**config.mk**
```make
export PLATFORM = sky130hd
export DESIGN_NAME = spinner_quad_decoder
export DESIGN_NICKNAME = d
export VERILOG_FILES = /design/src/rtl/spinner_pkg.sv /design/src/rtl/spinner_quad_decoder_filter.sv /design/src/rtl/spinner_quad_decoder.sv
export SDC_FILE = /design/constraint.sdc
export NUM_CORES = 1
export LEC_CHECK = 0
export ABC_AREA = 1
export CAP_MARGIN = 20
export CORE_MARGIN = 2
export CORE_UTILIZATION = 30
export DETAILED_ROUTE_END_ITERATION = 8
export PLACE_DENSITY = 0.44
export SETUP_SLACK_MARGIN = 0.3
export SKIP_CTS_REPAIR_TIMING = 1
export SLEW_MARGIN = 10
export SYNTH_ARGS = -nofsm -noshare
export SYNTH_HDL_FRONTEND = slang
export SYNTH_HIERARCHICAL = 1
export SYNTH_SLANG_ARGS = --single-unit
```
**constraint.sdc**
```tcl
create_clock -name clk_12m -period 3.3 [get_ports clk_12m]
set_input_delay 0.495 -clock clk_12m [delete_from_list [all_inputs] [get_ports clk_12m]]
set_output_delay 0.495 -clock clk_12m [all_outputs]
set_load 0.005 [all_outputs]
```
**src/rtl/spinner_pkg.sv**
```systemverilog
// Shared types and helpers for the spinner quadrature path.
//   quad_phase_t : {a,b} phase pair
//   PHASE_IDLE   : phase assumed at reset (both lines high)
//   quad_dir()   : classifies a phase transition as {valid, illegal, inc}.
//                  The emulated encoder generator uses the same function, so
//                  both ends agree on which rotation counts upward.
package spinner_pkg;

    typedef logic [1:0] quad_phase_t;

    localparam quad_phase_t PHASE_IDLE = 2'b11;

    typedef struct packed {
        logic valid;    // single-bit Gray step
        logic illegal;  // both bits changed at once
        logic inc;      // direction of a valid step
    } quad_dec_t;

    function automatic quad_dec_t quad_dir(input quad_phase_t prev_ph,
                                           input quad_phase_t new_ph);
        quad_dec_t r;
        r = '0;
        case ({prev_ph, new_ph})
            4'b00_10, 4'b10_11, 4'b11_01, 4'b01_00: begin
                r.valid = 1'b1;
                r.inc   = 1'b1;
            end
            4'b00_01, 4'b01_11, 4'b11_10, 4'b10_00: begin
                r.valid = 1'b1;
            end
            4'b00_11, 4'b11_00, 4'b01_10, 4'b10_01: begin
                r.illegal = 1'b1;
            end
            default: ;  // no change
        endcase
        return r;
    endfunction

endpackage

```
**src/rtl/spinner_quad_decoder_filter.sv**
```systemverilog
// quad_glitch_filter: 2-flop synchronizer followed by a stability filter.
//   clk, rst  : clock, async active-high reset
//   ce        : sample enable for the filter (synchronizer always runs)
//   din       : asynchronous input vector
//   filt      : last accepted value
//   sync_val  : current synchronized value (the one being accepted)
//   upd       : combinational strobe, high on the ce cycle where sync_val
//               replaces filt; the caller decodes {filt, sync_val} then.
module quad_glitch_filter #(
    parameter int             W        = 2,
    parameter int             FILT_LEN = 3,
    parameter logic [W-1:0]   RST_VAL  = '1
) (
    input  logic         clk,
    input  logic         rst,
    input  logic         ce,
    input  logic [W-1:0] din,
    output logic [W-1:0] filt,
    output logic [W-1:0] sync_val,
    output logic         upd
);

    localparam logic [3:0] FCNT_LAST = 4'(FILT_LEN - 1);

    logic [W-1:0] meta_q, sync_q;
    logic [W-1:0] cand_q, cand_d;
    logic [W-1:0] filt_q, filt_d;
    logic [3:0]   fcnt_q, fcnt_d;

    always_ff @(posedge clk or posedge rst) begin
        if (rst) begin
            meta_q <= RST_VAL;
            sync_q <= RST_VAL;
            cand_q <= RST_VAL;
            filt_q <= RST_VAL;
            fcnt_q <= '0;
        end else begin
            meta_q <= din;
            sync_q <= meta_q;
            cand_q <= cand_d;
            filt_q <= filt_d;
            fcnt_q <= fcnt_d;
        end
    end

    always_comb begin
        cand_d = cand_q;
        filt_d = filt_q;
        fcnt_d = fcnt_q;
        upd    = 1'b0;
        if (ce) begin
            if (sync_q != cand_q) begin
                // New candidate restarts the stability count.
                cand_d = sync_q;
                fcnt_d = '0;
            end else if (sync_q != filt_q && fcnt_q == FCNT_LAST) begin
                filt_d = sync_q;
                upd    = 1'b1;
            end else if (fcnt_q != 4'hF) begin
                fcnt_d = fcnt_q + 4'd1;
            end
        end
    end

    assign filt     = filt_q;
    assign sync_val = sync_q;

endmodule

```
**src/rtl/spinner_quad_decoder.sv**
```systemverilog
// spinner_quad_decoder: quadrature AB decoder with wrapping position counter.
//   clk_12m, reset : clock, async active-high reset
//   ce             : sample enable (filter/decoder advance only when high)
//   enc_a, enc_b   : asynchronous encoder phases
//   clr            : synchronous count clear, independent of ce
//   count          : position, modulo 2^CNT_W
//   dir            : direction of last counted step (1 = up)
//   step, err      : one-clk pulses for a counted step / illegal transition
// Optional build macro QUAD_VELOCITY_EN adds vel[7:0], the signed number of
// counted steps during the previous 2^16-ce window.
import spinner_pkg::*;

module spinner_quad_decoder #(
    parameter int CNT_W     = 8,
    parameter int FILT_LEN  = 3,
    parameter int DIV_SHIFT = 0
) (
    input  logic             clk_12m,
    input  logic             reset,
    input  logic             ce,
    input  logic             enc_a,
    input  logic             enc_b,
    input  logic             clr,
    output logic [CNT_W-1:0] count,
    output logic             dir,
    output logic             step,
`ifdef QUAD_VELOCITY_EN
    output logic             err,
    output logic [7:0]       vel
`else
    output logic             err
`endif
);

    // Accumulator holds |acc| < 2^DIV_SHIFT; the sum needs one extra bit so
    // the threshold itself is representable before it is consumed.
    localparam int ACC_W = DIV_SHIFT + 1;
    localparam int SUM_W = DIV_SHIFT + 2;
    localparam logic signed [SUM_W-1:0] SUM_ONE  = SUM_W'(1);
    localparam logic signed [SUM_W-1:0] SUM_MONE = {SUM_W{1'b1}};
    localparam logic signed [SUM_W-1:0] ACC_POS  = SUM_W'(2 ** DIV_SHIFT);
    localparam logic signed [SUM_W-1:0] ACC_NEG  = -ACC_POS;

    quad_phase_t phase_prev, phase_new;
    logic        upd;
    quad_dec_t   dec;

    logic [CNT_W-1:0]        count_q, count_d;
    logic                    dir_q, dir_d;
    logic                    step_q, step_d;
    logic                    err_q, err_d;
    logic signed [ACC_W-1:0] acc_q, acc_d;
    logic signed [SUM_W-1:0] acc_base, acc_sum;

    quad_glitch_filter #(
        .W        (2),
        .FILT_LEN (FILT_LEN),
        .RST_VAL  (PHASE_IDLE)
    ) u_filt (
        .clk      (clk_12m),
        .rst      (reset),
        .ce       (ce),
        .din      ({enc_a, enc_b}),
        .filt     (phase_prev),
        .sync_val (phase_new),
        .upd      (upd)
    );

    always_ff @(posedge clk_12m or posedge reset) begin
        if (reset) begin
            count_q <= '0;
            dir_q   <= 1'b0;
            step_q  <= 1'b0;
            err_q   <= 1'b0;
            acc_q   <= '0;
        end else begin
            count_q <= count_d;
            dir_q   <= dir_d;
            step_q  <= step_d;
            err_q   <= err_d;
            acc_q   <= acc_d;
        end
    end

    always_comb begin
        dec      = quad_dir(phase_prev, phase_new);
        count_d  = count_q;
        dir_d    = dir_q;
        step_d   = 1'b0;
        err_d    = 1'b0;
        acc_d    = acc_q;
        acc_base = {acc_q[ACC_W-1], acc_q};
        acc_sum  = acc_base;
        if (ce && upd) begin
            if (dec.illegal) begin
                err_d = 1'b1;
                acc_d = '0;
            end else if (dec.valid) begin
                // Non-zero accumulator of the opposite sign = reversal.
                if (acc_q != '0 && acc_q[ACC_W-1] == dec.inc)
                    acc_base = '0;
                acc_sum = acc_base + (dec.inc ? SUM_ONE : SUM_MONE);
                if (acc_sum == ACC_POS || acc_sum == ACC_NEG) begin
                    count_d = dec.inc ? count_q + CNT_W'(1) : count_q - CNT_W'(1);
                    dir_d   = dec.inc;
                    step_d  = 1'b1;
                    acc_d   = '0;
                end else begin
                    acc_d = acc_sum[ACC_W-1:0];
                end
            end
        end
        // Clear wins over a simultaneous step for count, but step/dir stand.
        if (clr) begin
            count_d = '0;
            acc_d   = '0;
        end
    end

    assign count = count_q;
    assign dir   = dir_q;
    assign step  = step_q;
    assign err   = err_q;

`ifdef QUAD_VELOCITY_EN
    logic [15:0]       win_q, win_d;
    logic signed [7:0] tally_q, tally_d, tally_nx;
    logic signed [7:0] vel_q, vel_d;

    always_ff @(posedge clk_12m or posedge reset) begin
        if (reset) begin
            win_q   <= '0;
            tally_q <= '0;
            vel_q   <= '0;
        end else begin
            win_q   <= win_d;
            tally_q <= tally_d;
            vel_q   <= vel_d;
        end
    end

    always_comb begin
        win_d    = win_q;
        tally_d  = tally_q;
        vel_d    = vel_q;
        tally_nx = tally_q;
        if (step_d) begin
            if (dir_d && tally_q != 8'sd127)
                tally_nx = tally_q + 8'sd1;
            else if (!dir_d && tally_q != -8'sd128)
                tally_nx = tally_q - 8'sd1;
        end
        if (ce) begin
            win_d = win_q + 16'd1;
            if (win_q == 16'hFFFF) begin
                vel_d   = tally_nx;
                tally_d = '0;
            end else begin
                tally_d = tally_nx;
            end
        end
        if (clr)
            tally_d = '0;
    end

    assign vel = vel_q;
`endif

endmodule

```
# Yosys cells after proc, flatten, opt, wreduce, memory -nomap -nowiden

Index checks and enable logic that the tools add are counted.

Register bits: 24
Output and inout bits: 11
Input port bits: 6
Word-level logic and storage cells: 86

Multiplexer cells: 31
Reduce and logical (&&, ||, !) cells: 18
Equality and inequality tests: 21
Bitwise logic cells: 2
Add/sub/neg operators: 4

Operator list:

| cell                | number |
|---|---|
| $mux 8              | 6 |
| $eq 4x4->1 const B  | 6 |
| $mux 1              | 17 |
| $eq 4x2->1 const B  | 3 |
| $eq 4x3->1 const B  | 3 |
| $mux 4              | 3 |
| $mux 2              | 5 |
| $add 8x1->8 const B | 1 |
| $reduce_and 4->1    | 2 |
| $reduce_bool 2->1   | 4 |
| $reduce_or 4->1     | 2 |
| $reduce_or 8->1     | 1 |
| $sub 8x1->8 const B | 1 |
| $reduce_and 3->1    | 2 |
| $add 4x1->4 const B | 1 |
| $eq 4x1->1 const B  | 1 |
| $ne 2x2->1          | 2 |
| $ne 4x4->1 const B  | 1 |
| $reduce_and 2->1    | 2 |
| $logic_and 1x1->1   | 3 |
| $reduce_bool 3->1   | 1 |
| $add 2x2->2         | 1 |
| $eq 2x1->1 const B  | 1 |
| $eq 2x2->1 const B  | 1 |
| 5 further kinds     | 6 |

# Logic depth before layout (Yosys ltp)

Gate-level depths: netlist (run 1).

Depth in word-level cells: 17
Gate-level depth with buffers: 15
Gate-level depth less buffers: 15

# Modules after synthesis

The synthesis (run 1) kept the hierarchy.

By module, submodules not included:

| module               | seq. area each (sq um) | times used | area each (sq um) | cells each |
|---|---|---|---|---|
| spinner_quad_decoder | 300.3                  | 1          | 929.6             | 121 |
| quad_glitch_filter   | 310.3                  | 1          | 663.1             | 84 |

# Worst setup path after synthesis (run 1)

No wires, ideal clock.

Path kind: flip-flop to flip-flop
From: register u_filt.sync_q[1], in the netlist u_filt/sync_val[1]
To: register count_q[7], in the netlist count[7]
Stages on the path, launching flop included: 12
Path buffers: 0
Path slack: 1,377 ps
Setup time: 117 ps
Required time: 3,183 ps
Data arrival time: 1,806 ps
Clock period less this slack: 1,923 ps
Cells stage by stage: dfstp_2 nand2_1 nand2_1 nand2_4 ha_1 inv_1 nor3_1 nand2_2 nand2_1 nand2_1 nand3_1 nand2_1

Longest elaborated chain between the ends: 14
Elaborated cells between the ends (all ways): 47
Those cells by class: 1 x add/sub; 18 x eq/ne; 17 x mux; 11 x reduce/logical

Ends and longest elaborated chain:

| item                                     | line                              | source |
|---|---|---|
| start: declaration                       | spinner_quad_decoder_filter.sv:25 | `logic [W-1:0] meta_q, sync_q;` |
| start signal: assignment                 | spinner_quad_decoder_filter.sv:39 | `sync_q <= meta_q;` |
| $eq 4x2->1 (tied with other cells)       | spinner_pkg.sv:23                 | `case ({prev_ph, new_ph})` |
| $reduce_or 4->1                          | spinner_pkg.sv:23                 |  |
| $mux 1                                   | spinner_pkg.sv:23                 |  |
| $eq 1x1->1                               | spinner_quad_decoder.sv:100       | `if (acc_q != '0 && acc_q[ACC_W-1] == dec.inc)` |
| $logic_and 1x1->1                        | spinner_quad_decoder.sv:100       |  |
| $mux 2                                   | spinner_quad_decoder.sv:100       |  |
| $mux 2                                   | spinner_quad_decoder.sv:98        | `end else if (dec.valid) begin` |
| $mux 2                                   | spinner_quad_decoder.sv:95        | `if (dec.illegal) begin` |
| $mux 2                                   | spinner_quad_decoder.sv:94        | `if (ce && upd) begin` |
| $add 2x2->2                              | spinner_quad_decoder.sv:102       | `acc_sum = acc_base + (dec.inc ? SUM_ONE : SUM_MONE);` |
| $eq 2x2->1 or $eq 2x1->1 (tied branches) | spinner_quad_decoder.sv:103       | `if (acc_sum == ACC_POS \|\| acc_sum == ACC_NEG) begin` |
| $logic_or 1x1->1                         | spinner_quad_decoder.sv:103       |  |
| $reduce_bool 2->1 (no line)              | -                                 |  |
| $reduce_and 4->1 (no line)               | -                                 |  |
| end signal: assignment                   | spinner_quad_decoder.sv:77        | `count_q <= count_d;` |
| end: declaration                         | spinner_quad_decoder.sv:48        | `logic [CNT_W-1:0] count_q, count_d;` |

Several ways; a longest one is shown, not always the timed one. The select of a mux whose other input is x is not followed.
A chain may end at the register's enable or synchronous reset.

# Final worst setup path (run 1)

Same ends and word-level chain as after synthesis.

==> results of run 1 <==
final cells by class:
type,instances,share of cell area (%)
multi-input combinational,151,45.9
sequential,24,32.2
timing repair buffer,16,8.45
tap,70,4.62
inverter,30,5.94
clock buffer,4,2.90
power by group through the flow:
stage / sequential, mW / clock (mW) / combinational (mW)
5_1_grt: 0.349 / 0.225 / 0.272
3_5_place_dp: 0.349 / 0 / 0.241
6_report: 0.343 / 0.196 / 0.240
4_1_cts: 0.344 / 0.210 / 0.244
3_3_place_gp: 0.349 / 0 / 0.247
2_1_floorplan: 0.343 / 0 / 0.198
stage by stage:
step	cell area (um2)	std cells	hold slack [ps]	util [%]	setup WS (ps)
after global placement	1840	291	345	36.0	1100
after floorplan	1590	205	345	-	1380
after global routing	1900	295	364	37.1	899
after detailed placement	1840	291	347	36.0	1060
final	1900	295	358	37.1	1120
after CTS	1900	295	360	37.1	1100
how the worst min path moves through the flow:
stage / startpoint / end / slack (ps)
floorplan: reset / u_filt/fcnt_q[0] / 350
global placement: u_filt/meta_q[0] / u_filt/sync_val[0] / 350
detailed placement: u_filt/meta_q[1] / u_filt/sync_val[1] / 350
CTS: u_filt/meta_q[1] / u_filt/sync_val[1] / 360
global route: u_filt/meta_q[0] / u_filt/sync_val[0] / 360
finish: u_filt/meta_q[0] / u_filt/sync_val[0] / 360
state kept, by name, indices dropped and copies added (netlist names):
name and cells:
u_filt/meta_q 2, u_filt/sync_val 2, u_filt/cand_q 2, step 1, u_filt/filt 2, dir 1, u_filt/fcnt_q 4, err 1
count 8, acc_q 1
routing by layer:
| layer | vias to the layer above | wire, um | global-route usage, % |
|---|---|---|---|
| met5 | - | 0 | 0 |
| li1 | 688 | - | - |
| met2 | 17 | 1540 | 21.1 |
| met4 | 0 | 36 | 4.91 |
| met3 | 4 | 87 | 2.00 |
| met1 | 566 | 1400 | 14.7 |
logic make-up (layout without fill, tap and decap cells):
group | count (synthesis) | in the layout | share of synthesized area, %
flip-flops | 24 | 24 | 38.3
AND/OR/NAND/NOR | 118 | 118 | 36.7
AO/OA/AOI/OAI | 18 | 18 | 7.78
buffers and inverters | 30 | 50 | 7.07
XOR/XNOR | 9 | 9 | 5.42
adder cells (fa/ha/maj) | 6 | 6 | 4.71
cells in the mapped netlist:
| library cell | count | area (um2) |
|---|---|---|
| sky130_fd_sc_hd__inv_1 | 27 | 101 |
| sky130_fd_sc_hd__o22ai_1 | 1 | 6.26 |
| sky130_fd_sc_hd__dfstp_2 | 8 | 210 |
| sky130_fd_sc_hd__nand3b_1 | 1 | 7.51 |
| sky130_fd_sc_hd__nor3_1 | 2 | 10.0 |
| sky130_fd_sc_hd__a21oi_1 | 2 | 10.0 |
| sky130_fd_sc_hd__nand2_2 | 12 | 75.1 |
| sky130_fd_sc_hd__a21oi_4 | 1 | 16.3 |
| sky130_fd_sc_hd__o21bai_1 | 1 | 7.51 |
| sky130_fd_sc_hd__nand4_1 | 2 | 12.5 |
| sky130_fd_sc_hd__o21ai_0 | 5 | 25.0 |
| sky130_fd_sc_hd__o21bai_4 | 1 | 18.8 |
| sky130_fd_sc_hd__nor2_4 | 3 | 33.8 |
| sky130_fd_sc_hd__ha_1 | 6 | 75.1 |
| sky130_fd_sc_hd__o21ai_1 | 5 | 25.0 |
| sky130_fd_sc_hd__nor3b_2 | 1 | 12.5 |
| sky130_fd_sc_hd__nand2_4 | 2 | 22.5 |
| sky130_fd_sc_hd__xnor2_1 | 5 | 43.8 |
| sky130_fd_sc_hd__nor2_1 | 7 | 26.3 |
| sky130_fd_sc_hd__xor2_1 | 3 | 26.3 |
| sky130_fd_sc_hd__inv_2 | 3 | 11.3 |
| sky130_fd_sc_hd__nand3_1 | 16 | 80.1 |
| sky130_fd_sc_hd__nand2_1 | 66 | 248 |
| sky130_fd_sc_hd__a21oi_2 | 1 | 8.76 |
| sky130_fd_sc_hd__a31oi_1 | 1 | 6.26 |
| sky130_fd_sc_hd__dfrtp_1 | 16 | 400 |
| sky130_fd_sc_hd__xnor2_2 | 1 | 16.3 |
| sky130_fd_sc_hd__or2_2 | 1 | 6.26 |
| sky130_fd_sc_hd__nand3_4 | 1 | 17.5 |
| sky130_fd_sc_hd__nand3_2 | 2 | 20.0 |
| sky130_fd_sc_hd__nor2_2 | 2 | 12.5 |
critical path, stage by stage (launching register included):
cell and delay, ps:
sky130_fd_sc_hd__dfstp_2 660, sky130_fd_sc_hd__nand2_1 80, sky130_fd_sc_hd__nand2_1 190, sky130_fd_sc_hd__nand2_4 170, sky130_fd_sc_hd__ha_1 340, sky130_fd_sc_hd__inv_1 90
sky130_fd_sc_hd__nor3_1 250, sky130_fd_sc_hd__nand2_2 90, sky130_fd_sc_hd__nand2_1 60, sky130_fd_sc_hd__nand2_1 40, sky130_fd_sc_hd__nand3_1 60, sky130_fd_sc_hd__nand2_1 50
==> run_results.csv, run 1 <==
group,metric,value,unit
clocking,tritoncts,"built",
timing,fmaxAchievable,458,MHz
timing,clock-skew-final,4.07,ps
placement,placement.io_buffers,16,
floorplan,die-area,5910,um2
power,static-leakage-power,0.946,nW
cells_and_area,final_layout_size_suffix_gt1_share,19.1,%
route,routed_wl_per_cell,10.4,um
route,vias,1275,
timing,grt_setup_unrepaired,"no",
power,netSwitchingPower,0.267,mW
timing,max_slew.worst_pin.slew,471,ps
worst_setup_path,timing.critical_path.from,"u_filt/sync_val[1]",
power,pwr-share-comb,30.8,%
floorplan,fp.coreArea,5110,um2
clocking,cts_buffer_depth,2,
cells_and_area,final_cell_mix,"sky130_fd_sc_hd__nand2_1, sky130_fd_sc_hd__inv_1, sky130_fd_sc_hd__nand3_1, sky130_fd_sc_hd__dfrtp_1, sky130_fd_sc_hd__clkdlybuf4s50_1",
timing,fin_crit_sh,66.1,%
status,run_status,"completed",
cells_and_area,multi_input_comb_area,870,um2
floorplan,start_util,31.2,%
route,firstDrtPassIters,4,
cells_and_area,antenna_diode_instance_count,0,
grt,grt_start_max_net_pins,14,
hold_path,min_path_type,"reg -> reg",
timing,timing.final.hold_violations,0,
floorplan,number_of_core_rows,26,
power,irDropWorstVdd,0.190,mV
route,post_drt_via_cell_ratio,4.32,
yosys,syn_avg_cell_area,7.77,um2
hold_path,worst_hold_path.num_cells,0,
clocking,ctsRootBufferMaster,"sky130_fd_sc_hd__clkbuf_8",
cells_and_area,mostFrequentLayoutCell,"sky130_fd_sc_hd__nand2_1",
yosys,post_synth_num_cell_types,31,
worst_setup_path,critPathArrivalTime,2340,ps
worst_setup_path,critical_path.endpoint,"count[7]",
route,detailedRoute.firstIterationViolations,26,
power,seqPwrFrac,44.0,%
worst_setup_path,required,3460,ps
worst_setup_path,critical_path_peak_fanout,10,
yosys,yosysWarnings,6,
worst_setup_path,worstSetupStartpointType,"flip-flop",
worst_setup_path,worst_reg2reg_path_depth,11,
run,max-cap-violations,0,
floorplan,pin_count,17,
grt,global_route.overflow_total,0,
floorplan,die-width,76.9,um
power,power.density,411,nW/um2
worst_setup_path,reg2reg_setup_slack,1120,ps
clocking,cts-htree-levels,1,
cells_and_area,ff_latch_area,611,um2
yosys,ys_seq_elements,24,
cells_and_area,layout-area-overhead-vs-synth,19.0,%
power,switching_share,34.2,%
timing,setup_tns,0,ps
timing,setup_violations,0,
grt,grt_pass1_vias,1311,
yosys,seq_area_frac_synth,38.3,%
placement,gp_congestion,0.819,
grt,grt_pass1_wl,5860,um
worst_setup_path,crit-reg2reg-launch,"u_filt/sync_val[1]",
floorplan,dieHeight,76.9,um
yosys,synthCells,205,
worst_setup_path,worst_setup_path_end_kind,"flip-flop",
yosys,syn-num-nets,217,
timing,layout_min_cycle_time,2180,ps
timing,slew_viol_final,0,
route,postRouteWirelength,3060,um
clocking,cts_buffers,3,
clocking,worst_skew_pair.late_latency,260,ps
cells_and_area,filler_cell_count,551,
worst_setup_path,crit_type,"reg -> reg",
grt,globalRouteTotalUtil,12.1,%
power,power.total,0.779,mW
yosys,synthesis.area,1590,um2
timing,timing.slew.headroom,68.6,%
route,route.detailed.drc,0,
power,internal_power,0.512,mW
power,share_clk_of_total_power,25.2,%
route,antenna_violating_nets_post_route,0,
cells_and_area,fin_nets,238,
clocking,worst_setup_hold_path_clk_slew,80,ps
worst_setup_path,r2r_end,"count[7]",
grt,initial_antenna_violation_count,0,
clocking,cts.sink_count,24,
placement,place.detailed.hpwl,2430,um
No activity file was read; power rests on OpenSTA's default activity.
==> run 2: changes to the inputs <==
--- a/config.mk
+++ b/config.mk
@@ -10,7 +10,7 @@
 export CORE_MARGIN = 2
 export CORE_UTILIZATION = 30
 export DETAILED_ROUTE_END_ITERATION = 8
-export PLACE_DENSITY = 0.44
+export PLACE_DENSITY = 0.45
 export SETUP_SLACK_MARGIN = 0.3
 export SKIP_CTS_REPAIR_TIMING = 1
 export SLEW_MARGIN = 10
==> constraint.sdc (replaced) <==
create_clock -name clk_12m -period 1.96 [get_ports clk_12m]
set_input_delay 0.294 -clock clk_12m [delete_from_list [all_inputs] [get_ports clk_12m]]
set_output_delay 0.294 -clock clk_12m [all_outputs]
set_load 0.005 [all_outputs]
==> run 2 against run 1 <==
  * Combinational power grew to 2.6 times the previous value
  * Clock skew up 9.2 ps
  * Largest power group is now combinational logic
  * Worst setup slack got worse by 1100 ps
  * Largest cell class unchanged
  * Highest routed layer unchanged
==> run_results.csv, run 2 (synthesis results as in run 1) <==
group,metric,value,unit
timing,timing.final.hold_violations,0,
grt,grt_pass1_wl,6320,um
cells_and_area,final_core_utilization,43.2,%
floorplan,dieHeight,76.9,um
cells_and_area,antenna_diode_instance_count,0,
timing,fin_crit_sh,96.9,%
cells_and_area,final_cell_count_no_fill,315,
timing,grt_setup_unrepaired,"yes",
route,vias,1346,
timing,setup_violations,0,
timing,fin_hold_ws,357,ps
floorplan,pin_count,17,
run,max-cap-violations,0,
worst_setup_path,worstPathCellList,"xnor2_4, nand2_8, ha_4, nand2_2, inv_1, a21oi_1, nand3_1, nand3_1, nand2_1",
grt,grt_start_max_net_pins,14,
cells_and_area,final_cell_mix,"sky130_fd_sc_hd__nand2_1, sky130_fd_sc_hd__inv_1, sky130_fd_sc_hd__buf_4, sky130_fd_sc_hd__dfrtp_1, sky130_fd_sc_hd__clkdlybuf4s50_1",
route,detailedRoute.firstIterationViolations,36,
grt,globalRouteTotalUtil,13.6,%
timing,max_slew.worst_pin.slew,499,ps
power,irDropWorstVdd,0.369,mV
worst_setup_path,critical_path_peak_fanout,8,
worst_setup_path,worstSetupStartpointType,"flip-flop",
worst_setup_path,critical-path-slowest-cell,"sky130_fd_sc_hd__dfstp_2",
placement,placement.io_buffers,16,
timing,timing.slew.headroom,66.7,%
timing,setup_tns,0,ps
floorplan,number_of_core_rows,26,
clocking,cts_buffers,3,
worst_setup_path,crit-reg2reg-launch,"u_filt/filt[1]",
placement,dpl_cell_area,2040,um2
timing,final_critical_path_setup_slack,61.7,ps
worst_setup_path,path_buf_inv,1,
clocking,tritoncts,"built",
floorplan,fp.coreArea,5110,um2
route,routed_wl_per_cell,11.3,um
clocking,cts-htree-levels,1,
route,route.detailed.drc,0,
clocking,ctsRootBufferMaster,"sky130_fd_sc_hd__clkbuf_8",
power,static-leakage-power,1.06,nW
worst_setup_path,timing.critical_path.slowest_cell_delay,630,ps
timing,slew_viol_final,0,
grt,initial_antenna_violation_count,0,
cells_and_area,fin_nets,258,
placement,placed_cells,305,
clocking,worst_setup_hold_path_clk_slew,100,ps
placement,gp_congestion,0.816,
worst_setup_path,required,2140,ps
route,antenna_violating_nets_post_route,0,
placement,place.detailed.hpwl,2730,um
cells_and_area,largest_register_ffs,8,
cells_and_area,final_layout_size_suffix_gt1_share,35.1,%
worst_setup_path,crit_type,"reg -> reg",
worst_setup_path,critPathTopFamily,"flip-flops",
floorplan,die-width,76.9,um
worst_setup_path,critPathArrivalTime,2080,ps
hold_path,min_path_type,"in -> async",
grt,global_route.overflow_total,0,
clocking,cts.sink_count,24,
clocking,cts_buffer_depth,2,
cells_and_area,fin_area,2210,um2
clocking,worst_skew_pair.late_latency,280,ps
route,firstDrtPassIters,4,
grt,grt_pass1_vias,1387,
cells_and_area,layout-area-overhead-vs-synth,38.6,%
worst_setup_path,timing.critical_path.from,"u_filt/filt[1]",
status,run_status,"completed",
timing,layout_min_cycle_time,1900,ps
power,power.density,698,nW/um2
floorplan,start_util,31.2,%
timing,fmaxAchievable,527,MHz
timing,clock-skew-final,13.2,ps
cells_and_area,mostFrequentLayoutCell,"sky130_fd_sc_hd__nand2_1",
power,power.total,1.54,mW
worst_setup_path,critPathMostFrequentCell,"sky130_fd_sc_hd__nand3_1",
worst_setup_path,worst_setup_path_end_kind,"flip-flop",
route,post_drt_via_cell_ratio,4.27,
floorplan,die-area,5910,um2
route,postRouteWirelength,3550,um
placement,pre_cts_slack,46.1,ps
run 2: cell type report:
cell class	instances	area (um2)
clock buffer	4	55.1
fill	538	2900
inverter	30	118
multi-input combinational	151	1030
sequential	24	611
tap	70	87.6
timing repair buffer	36	310
run 2: final timing paths:
path	to	slack (ps)	depth (start not counted)
max in group asynchronous	u_filt/cand_q[1]	1230	2
hold reg to reg	u_filt/sync_val[1]	360	0
setup reg to reg	count[7]	60	9
min in group clk_12m	u_filt/sync_val[1]	360	0
setup / recovery	count[7]	60	9
hold / removal	count[7]	360	2
run 2: layer usage:
metal / vias up / GRT usage, % / share of wire, %
li1: 725 / - / -
met1: 599 / 16.6 / 46
met2: 18 / 23.8 / 50
met3: 4 / 2.94 / 3.0
met4: 0 / 4.00 / 1.0
met5: - / 0 / 0
run 2: report_power, final:
part | switching, mW | internal [mW] | total [mW]
Sequential | 0.0326 | 0.536 | 0.568
Clock | 0.172 | 0.180 | 0.352
Combinational | 0.359 | 0.263 | 0.622
Total | 0.564 | 0.978 | 1.54
